**src/rtl/divisor_pkg.sv**
```systemverilog
// rtl/divisor_pkg.sv - shared types and constants for the sequential divider
//
// Purpose: FSM state encoding, default operand width and the counter-width
// helper used by divisor_seq_ula and div_passo.
package divisor_pkg;

  typedef enum logic [1:0] {
    IDLE,
    CALC,
    DONE
  } state_t;

  localparam int DIV_WIDTH = 8;

  // Bits needed to hold values 0..value-1 (value >= 2).
  function automatic int clog2(input int value);
    int v;
    int r;
    v = value - 1;
    r = 0;
    while (v > 0) begin
      r = r + 1;
      v = v >> 1;
    end
    return r;
  endfunction

endpackage

```
**src/rtl/div_passo.sv**
```systemverilog
// rtl/div_passo.sv - one combinational restoring-division step
//
// Purpose: shifts the partial remainder left by one with bit_in entering the
// LSB, then subtracts the divisor when it fits.
// Ports:
//   rem      in   WIDTH  partial remainder (always < divisor)
//   bit_in   in   1      next dividend bit, MSB first
//   divisor  in   WIDTH  divisor magnitude
//   rem_next out  WIDTH  partial remainder after this step
//   q_bit    out  1      quotient bit produced by this step
module div_passo
  import divisor_pkg::*;
#(
  parameter int WIDTH = DIV_WIDTH
) (
  input  logic [WIDTH-1:0] rem,
  input  logic             bit_in,
  input  logic [WIDTH-1:0] divisor,
  output logic [WIDTH-1:0] rem_next,
  output logic             q_bit
);

  logic [WIDTH:0] shifted;
  logic [WIDTH:0] diff;

  // One extra bit keeps the subtraction free of overflow; its MSB is the borrow.
  assign shifted  = {rem, bit_in};
  assign diff     = shifted - {1'b0, divisor};
  assign q_bit    = ~diff[WIDTH];
  assign rem_next = q_bit ? diff[WIDTH-1:0] : shifted[WIDTH-1:0];

endmodule

```
**src/rtl/divisor_seq_ula.sv**
```systemverilog
// rtl/divisor_seq_ula.sv - multi-cycle restoring divider with start/busy/done
//
// Purpose: computes quotient and remainder one bit per clock, plus
// divide-by-zero and non-zero-remainder flags for the ULA.
// Optional build macro: DIV_SIGNED_EN (two's-complement operands, quotient
// truncates toward zero, remainder takes the dividend's sign).
// Ports:
//   clk        in   1      clock, rising edge
//   rst_n      in   1      asynchronous active-low reset
//   start      in   1      request a division (accepted in IDLE or DONE)
//   dividendo  in   WIDTH  dividend, captured on accepted start
//   divisor    in   WIDTH  divisor, captured on accepted start
//   busy       out  1      high while calculating
//   done       out  1      one-cycle pulse when results are valid
//   quociente  out  WIDTH  quotient, held until the next result
//   resto      out  WIDTH  remainder, held until the next result
//   err_div0   out  1      divisor was zero
//   resto_nz   out  1      remainder is non-zero
module divisor_seq_ula
  import divisor_pkg::*;
#(
  parameter int WIDTH = DIV_WIDTH
) (
  input  logic             clk,
  input  logic             rst_n,
  input  logic             start,
  input  logic [WIDTH-1:0] dividendo,
  input  logic [WIDTH-1:0] divisor,
  output logic             busy,
  output logic             done,
  output logic [WIDTH-1:0] quociente,
  output logic [WIDTH-1:0] resto,
  output logic             err_div0,
  output logic             resto_nz
);

  localparam int CW = clog2(WIDTH);

  state_t           state_q, state_d;
  logic [CW-1:0]    cnt_q;
  logic [WIDTH-1:0] dvd_q;   // remaining dividend bits, quotient bits shift in at the LSB
  logic [WIDTH-1:0] dvs_q;
  logic [WIDTH-1:0] rem_q;
  logic [WIDTH-1:0] rem_nx;
  logic             q_bit;
  logic [WIDTH-1:0] q_raw;
  logic [WIDTH-1:0] a_mag, b_mag;
  logic [WIDTH-1:0] q_fix, r_fix;
  logic             accept;

  assign accept = start && (state_q != CALC);
  assign q_raw  = {dvd_q[WIDTH-2:0], q_bit};

  div_passo #(.WIDTH(WIDTH)) u_passo (
    .rem      (rem_q),
    .bit_in   (dvd_q[WIDTH-1]),
    .divisor  (dvs_q),
    .rem_next (rem_nx),
    .q_bit    (q_bit)
  );

`ifdef DIV_SIGNED_EN
  logic neg_q_q, neg_r_q;

  // Negating the most-negative value yields itself, which read as unsigned
  // is the correct magnitude.
  assign a_mag = dividendo[WIDTH-1] ? -dividendo : dividendo;
  assign b_mag = divisor[WIDTH-1] ? -divisor : divisor;
  assign q_fix = neg_q_q ? -q_raw : q_raw;
  assign r_fix = neg_r_q ? -rem_nx : rem_nx;

  always_ff @(posedge clk or negedge rst_n) begin
    if (!rst_n) begin
      neg_q_q <= 1'b0;
      neg_r_q <= 1'b0;
    end else if (accept) begin
      neg_q_q <= dividendo[WIDTH-1] ^ divisor[WIDTH-1];
      neg_r_q <= dividendo[WIDTH-1];
    end
  end
`else
  assign a_mag = dividendo;
  assign b_mag = divisor;
  assign q_fix = q_raw;
  assign r_fix = rem_nx;
`endif

  always_ff @(posedge clk or negedge rst_n) begin
    if (!rst_n) state_q <= IDLE;
    else        state_q <= state_d;
  end

  always_comb begin
    state_d = state_q;
    busy    = 1'b0;
    done    = 1'b0;
    case (state_q)
      IDLE: begin
        if (start) state_d = (divisor == '0) ? DONE : CALC;
      end
      CALC: begin
        busy = 1'b1;
        if (cnt_q == '0) state_d = DONE;
      end
      DONE: begin
        done = 1'b1;
        if (start) state_d = (divisor == '0) ? DONE : CALC;
        else       state_d = IDLE;
      end
      default: state_d = IDLE;
    endcase
  end

  always_ff @(posedge clk or negedge rst_n) begin
    if (!rst_n) begin
      cnt_q     <= '0;
      dvd_q     <= '0;
      dvs_q     <= '0;
      rem_q     <= '0;
      quociente <= '0;
      resto     <= '0;
      err_div0  <= 1'b0;
      resto_nz  <= 1'b0;
    end else if (accept) begin
      dvd_q <= a_mag;
      dvs_q <= b_mag;
      rem_q <= '0;
      cnt_q <= CW'(WIDTH - 1);
      // Division by zero skips CALC, so its results are loaded right here.
      if (divisor == '0) begin
        quociente <= '0;
        resto     <= '0;
        err_div0  <= 1'b1;
        resto_nz  <= 1'b0;
      end
    end else if (state_q == CALC) begin
      rem_q <= rem_nx;
      dvd_q <= q_raw;
      cnt_q <= cnt_q - CW'(1);
      if (cnt_q == '0) begin
        quociente <= q_fix;
        resto     <= r_fix;
        err_div0  <= 1'b0;
        resto_nz  <= (rem_nx != '0);
      end
    end
  end

endmodule

```
**config.mk**
```make
export PLATFORM = sky130hd
export DESIGN_NAME = divisor_seq_ula
export DESIGN_NICKNAME = d
export VERILOG_FILES = /design/src/rtl/divisor_pkg.sv /design/src/rtl/div_passo.sv /design/src/rtl/divisor_seq_ula.sv
export SDC_FILE = /design/constraint.sdc
export NUM_CORES = 1
export LEC_CHECK = 0
export ABC_AREA = 1
export CAP_MARGIN = 20
export CORE_MARGIN = 2
export CORE_UTILIZATION = 42
export CTS_BUF_LIST = sky130_fd_sc_hd__clkbuf_8 sky130_fd_sc_hd__clkbuf_16
export DETAILED_ROUTE_END_ITERATION = 8
export PLACE_DENSITY = 0.69
export SLEW_MARGIN = 20
export SYNTH_ARGS = -nofsm -noshare
export SYNTH_HDL_FRONTEND = slang
export SYNTH_SLANG_ARGS = --single-unit
```
**constraint.sdc**
```tcl
create_clock -name clk -period 3.8 [get_ports clk]
set_input_delay 0.76 -clock clk [delete_from_list [all_inputs] [get_ports clk]]
set_output_delay 0.76 -clock clk [all_outputs]
set_load 0.01 [all_outputs]
```
Word-level counts from Yosys, hierarchy flattened
Cells that the tools add are included.
{"block": "classes", "addsub": 2, "n_eq_ne": 6, "muxes": 29, "bitwise_logic": 1, "n_reduce_logical": 9}
{"op": "two-way mux 8 bit", "count": 12}
{"op": "two-way mux 1 bit", "count": 10}
{"op": "subtractor 9 x 8 -> 9 bit", "count": 1}
{"op": "logical NOT 8 bit", "count": 1}
{"op": "two-way mux 2 bit", "count": 4}
{"op": "nonzero test 8 bit", "count": 1}
{"op": "two-way mux 3 bit", "count": 2}
{"op": "!= test 2 x 1 -> 1 bit, second input constant", "count": 3}
{"op": "one-hot mux 2 bit (3 select lines)", "count": 1}
{"op": "nonzero test 2 bit", "count": 2}
{"op": "logical NOT 3 bit", "count": 1}
{"op": "AND reduction 3 bit", "count": 1}
{"op": "subtractor 3 x 1 -> 3 bit, second input constant", "count": 1}
{"op": "equality test 2 x 1 -> 1 bit, second input constant", "count": 1}
{"op": "equality test 2 bit, second input constant", "count": 1}
{"op": "logical NOT 2 bit", "count": 1}
{"op": "!= test 2 bit, second input constant", "count": 1}
{"op": "AND reduction 2 bit", "count": 1}
{"op": "logical AND 1 bit", "count": 1}
{"op": "NOT 1 bit", "count": 1}
{"block": "totals", "reg_bits": 47, "in_bits": 19, "output_inout_bits": 20, "elab_cells": 56}

Logic depth before layout (Yosys ltp)
{"block": "logic_depth", "word_depth": 6, "depth_mapped": 18, "ltp_nobuf": 18}

By module
From an unflattened synthesis, not the netlist that was laid out.
{"block": "hier_totals", "hier_cells": 326, "hier_area_um2": 2630.0}
{"module": "divisor_seq_ula", "instances": 1, "cells_per_inst": 221, "area_per_inst_um2": 2042.0, "seq_area_each_um2": 1176.1}
{"module": "div_passo", "instances": 1, "cells_per_inst": 105, "area_per_inst_um2": 588.1, "seq_area_each_um2": 0.0}

Worst setup path before layout
Ideal clock, no wire load.
{"block": "synth_path", "kind": "register to register", "startpoint": "reg dvd_q[7]", "endpoint": "reg resto_nz", "setup_ps": 116, "arrival_time_ps": 1960, "required_ps": 3684, "setup_slack_ps": 1724, "stages_incl_launch_ff": 17, "path_buffers": 0, "period_less_slack_ps": 2076, "path_cell_list": "dfrtp_1 inv_1 ha_1 inv_1 fa_1 nand2_1 nand2_1 nand3_2 nand3_2 nand2_4 nand2_1 nand2_2 nand2_1 nor2_2 nand2_1 nand2_1 nand2_1"}
{"block": "synth_via", "elab_chain_len": 6}
{"item": "start, declared", "line_no": "divisor_seq_ula.sv:41", "text": "logic [WIDTH-1:0] dvd_q;"}
{"item": "start signal, assigned", "line_no": "divisor_seq_ula.sv:125", "text": "dvd_q <= a_mag;"}
{"item": "start signal, assigned", "line_no": "divisor_seq_ula.sv:138", "text": "dvd_q <= q_raw;"}
{"item": "subtractor 9 x 8 -> 9 bit", "line_no": "div_passo.sv:28", "text": "assign diff = shifted - {1'b0, divisor};"}
{"item": "two-way mux 8 bit (*)", "line_no": "div_passo.sv:30", "text": "assign rem_next = q_bit ? diff[WIDTH-1:0] : shifted[WIDTH-1:0];"}
{"item": "nonzero test 8 bit (*)", "line_no": "divisor_seq_ula.sv:144", "text": "resto_nz <= (rem_nx != '0);"}
{"item": "two-way mux 1 bit (*)", "line_no": "divisor_seq_ula.sv:140", "text": "if (cnt_q == '0) begin"}
{"item": "two-way mux 1 bit (*)", "line_no": "divisor_seq_ula.sv:136", "text": "end else if (state_q == CALC) begin"}
{"item": "two-way mux 1 bit (*)", "line_no": "divisor_seq_ula.sv:124", "text": "end else if (accept) begin"}
{"item": "end signal, assigned", "line_no": "divisor_seq_ula.sv:144"}
{"item": "end, declared", "line_no": "divisor_seq_ula.sv:34", "text": "output logic resto_nz"}
Mark *: on every way between the ends. The rest lies on a longest branch, timed or not. The select of a mux whose other input is x is not followed.
A chain may end at the register's enable or synchronous reset.

Worst setup path in the final report
Ends and elaborated chain as after synthesis.

==> metrics.md <==
| Metric | Value |
|---|---|
| Status | `finished clean` |
| Crit-path cells | `inv_1 -> ha_1 -> inv_1 -> fa_1 -> nand2_1 -> nand2_1 -> nand3_2 -> nand3_2 -> nand2_4 -> nand2_1 -> nand2_2 -> nand2_1 -> nor2_2 -> nand2_1 -> nand2_1 -> nand2_1` |
| Crit path max-delay family | `simple AND/OR/NAND/NOR gates` |
| All-layer global routing usage | `18.6%` |
| Hold_ws | `0.469 ns` |
| Most frequent cells in the layout | `87 x nand2_1, 50 x inv_1, 47 x dfrtp_1, 37 x clkdlybuf4s50_1, 26 x o21ai_0` |
| Cts bufs inserted | `5` |
| Share of layout cells above drive strength 1 | `8.41%` |
| Synth Instances | `302` |
| GP Congestion | `roughly 0.76` |
| Req. time, crit path | `4.00 ns` |
| Initial DRT Pass Iterations | `4` |
| Max-slew headroom | `between 50% and 60%` |
| Initial antenna violation count | `0` |
| CP Data Arrival Time | `~2.7 ns` |
| Reg-to-reg slack, setup | `roughly 1.3 ns` |
| CTS Root Cell | `clkbuf_8` |
| DRT antenna net count | `0` |
| Total design power | `roughly 0.0032 W` |
| VDD IR max | `0.000402 V` |
| DIE AREA | `around 6500 sq um` |
| Min Clock Period, post-route | `roughly 2.5 ns` |
| CTS tree | `done` |
| NumNets Final | `around 370` |
| Post-synthesis adder-cell area fraction | `5.85%` |
| Clock Sinks | `47` |
| Setup Skew | `about 0.010 ns` |
| Slowest stage delay, CP | `0.41 ns` |
| PostCTS Resize Cnt | `0` |
| # port buffers | `38` |
| Pins over their slew limit | `0` |
| Fmax achieved | `~0.4 GHz` |
| Core ar. | `5610 sq um` |
| Slew @ Worst Pin | `about 0.73 ns` |
| Setup TNS | `0 ns` |
| Crit start category | `flop` |
| First-pass GRT wire length | `between 9 and 10 mm` |
| Diode count | `0` |
| Rows | `27` |
| Max-Cap Viols | `0` |
| Sequential share of the synthesized area | `47.4%` |
| Post-Synthesis Cell Area | `between 2000 and 2500 sq um` |
| Post-synthesis compound-gate area fraction | `about an eighth` |
| CP Capture Type | `flop` |
| Pleak | `about 1.5 nW` |
| Clk slew on worst S/H paths | `about 0.10 ns` |
| Die Span Y | `80.9 microns` |
| WL/cell | `between 10 and 15 microns` |
| Critical path's most frequent cell | `nand2_1` |
| Multiplexer share of the synthesized area | `0%` |
| Syn. warnings | `0` |
| Overflow after GRT | `0` |
| Syn-to-layout area delta | `23.4%` |
| Initial core utilization | `approximately 44%` |
| Setup Fix Bufs, Post-CTS | `0` |
| Synth Area in XOR/XNOR | `between 1 and 1.5%` |
| CP Class | `flop to flop` |
| Die Wd | `a little over 80 microns` |
| Unrepaired setup endpoints after global routing | `no` |
| PwrDens | `1030 nW/um^2` |
| Post-DP HPWL | `slightly above 4 mm` |
| Drt drc | `0` |
| Largest fanout on the critical path | `9` |
| Util after Layout | `roughly 55%` |
| Initial drt markers | `between 100 and 150` |
| Vias in the first global route | `1955` |
| Final setup fails | `0` |
| Depth of the CTS H-tree | `2` |
| Yosys reg bits | `47` |
| Crit path buf inv count | `2` |
| Synth Net Count | `roughly 330` |
| Largest net degree at the start of global routing | `30` |
| Simple-gate share of the synthesized area | `roughly 25%` |
| DR vias | `2056` |
| Hold-fix buffer count after cts | `0` |
| IO Pins | `39` |
| Mean area per synthesized cell | `8.22 sq um` |
| WL final | `about 5.5 mm` |
| Synth unique cells | `33` |
| Clk buf depth | `2` |
| Leading cell type in the layout, fill and taps excluded | `nand2_1` |
| Final period util | `around two thirds` |
| Hold Path Class | `input pin to asynchronous set/reset pin` |
| Via/cell ratio | `slightly below 5` |
| Fillers | `about 540` |
| Clk_lat worst skew | `about 0.31 ns` |
| Final Hold Violating Endpoints | `0` |
| Main combinational cell family by area after synthesis | `simple AND/OR/NAND/NOR gates` |
| CP max stage cell | `fa_1` |
-- routing by layer --
metal	up-vias	part of all wire, %	GRT usage [%]
li1	1048	-	-
met1	965	47	24.9
met5	-	0	0
met3	10	3.3	3.78
met2	33	48	29.7
met4	0	1.8	7.29
-- state kept, by name, summed over array words and instances, names as in the netlist --
name	count
err_div0	1
resto	8
state_q	2
resto_nz	1
rem_q	8
dvs_q	8
cnt_q	3
quociente	8
dvd_q	8
-- power breakdown --
group / internal [W] / total, W / switching, W / leakage (nW)
clock: 0.000200 / 0.000382 / 0.000182 / 0.0587
sequential: 0.000746 / 0.000869 / 0.000123 / 0.573
combinational: 0.000754 / 0.00191 / 0.00115 / 0.883
-- cell families after synthesis --
group | Yosys count
simple gates | 135
flops | 47
compound gates | 48
buf+inv | 58
fa+ha+maj | 11
xor+xnor | 3
-- synth_stat cells --
cell type  number  area, sq um
a21oi_2         1         8.76
clkinv_1        1         3.75
nor2_1         11         41.3
fa_1            1         20.0
nor4_1          1         6.26
clkbuf_1        5         18.8
nand3_2         2         20.0
nor2_2          2         12.5
nand3_1        16         80.1
ha_1           10          125
xor2_1          2         17.5
a21oi_1         2         10.0
nand2_2         6         37.5
buf_2           1         5.00
nor2_4          2         22.5
nand4_1         1         6.26
a221oi_1        1         8.76
dfrtp_1        47         1180
inv_2           1         3.75
o21ai_1         1         5.00
o21ai_0        26          130
o31ai_1         1         7.51
nor3_1          2         10.0
nand2_4         2         22.5
nand2_1        87          327
o22ai_1         4         25.0
nand3b_1        3         22.5
o221ai_1        7         61.3
a22oi_1         1         7.51
inv_1          50          188
a22o_1          3         26.3
a21oi_4         1         16.3
xnor2_1         1         8.76
-- cell type report --
| type | count | area (sq um) | area share, % |
|---|---|---|---|
| Multi-Input combinational cell | 197 | 1090 | 35.5 |
| Inverter | 52 | 195 | 6.38 |
| Tap cell | 72 | 90.1 | 2.94 |
| Clock inverter | 3 | 47.5 | 1.55 |
| Timing Repair Buffer | 41 | 398 | 13.0 |
| Clock buffer | 5 | 68.8 | 2.25 |
| Sequential cell | 47 | 1180 | 38.4 |
-- worst register-to-register path, stage by stage (launching register included) --
cell and delay, ns:
dfrtp_1 0.37, inv_1 0.12, ha_1 0.16, inv_1 0.07
fa_1 0.41, nand2_1 0.08, nand2_1 0.11, nand3_2 0.13
nand3_2 0.22, nand2_4 0.21, nand2_1 0.08, nand2_2 0.08
nand2_1 0.06, nor2_2 0.11, nand2_1 0.06, nand2_1 0.06
nand2_1 0.05
-- per-stage QoR --
step                      setup slack [ns]  std cells  instance area, sq um
after floorplan                       1.72        302                  2480
after global placement                1.17        409                  2950
after detailed placement              1.17        409                  2950
after CTS                             1.34        417                  3060
after global routing                  1.05        417                  3060
final                                 1.31        417                  3060
-- worst paths after layout --
path                                 startpoint                    to  cells past startpoint
max                        dvd_q[7]$_DFFE_PN0P_  resto_nz$_DFFE_PN0P_                     16
min                                       rst_n  rem_q[1]$_DFFE_PN0P_                      1
max reg2reg                dvd_q[7]$_DFFE_PN0P_  resto_nz$_DFFE_PN0P_                     16
min reg2reg                cnt_q[2]$_DFFE_PN0P_  cnt_q[2]$_DFFE_PN0P_                      1
max in group asynchronous                 rst_n  resto[7]$_DFFE_PN0P_                      2
min in group clk           cnt_q[2]$_DFFE_PN0P_  cnt_q[2]$_DFFE_PN0P_                      1
Note: power is estimated with default switching activity, not from simulation.
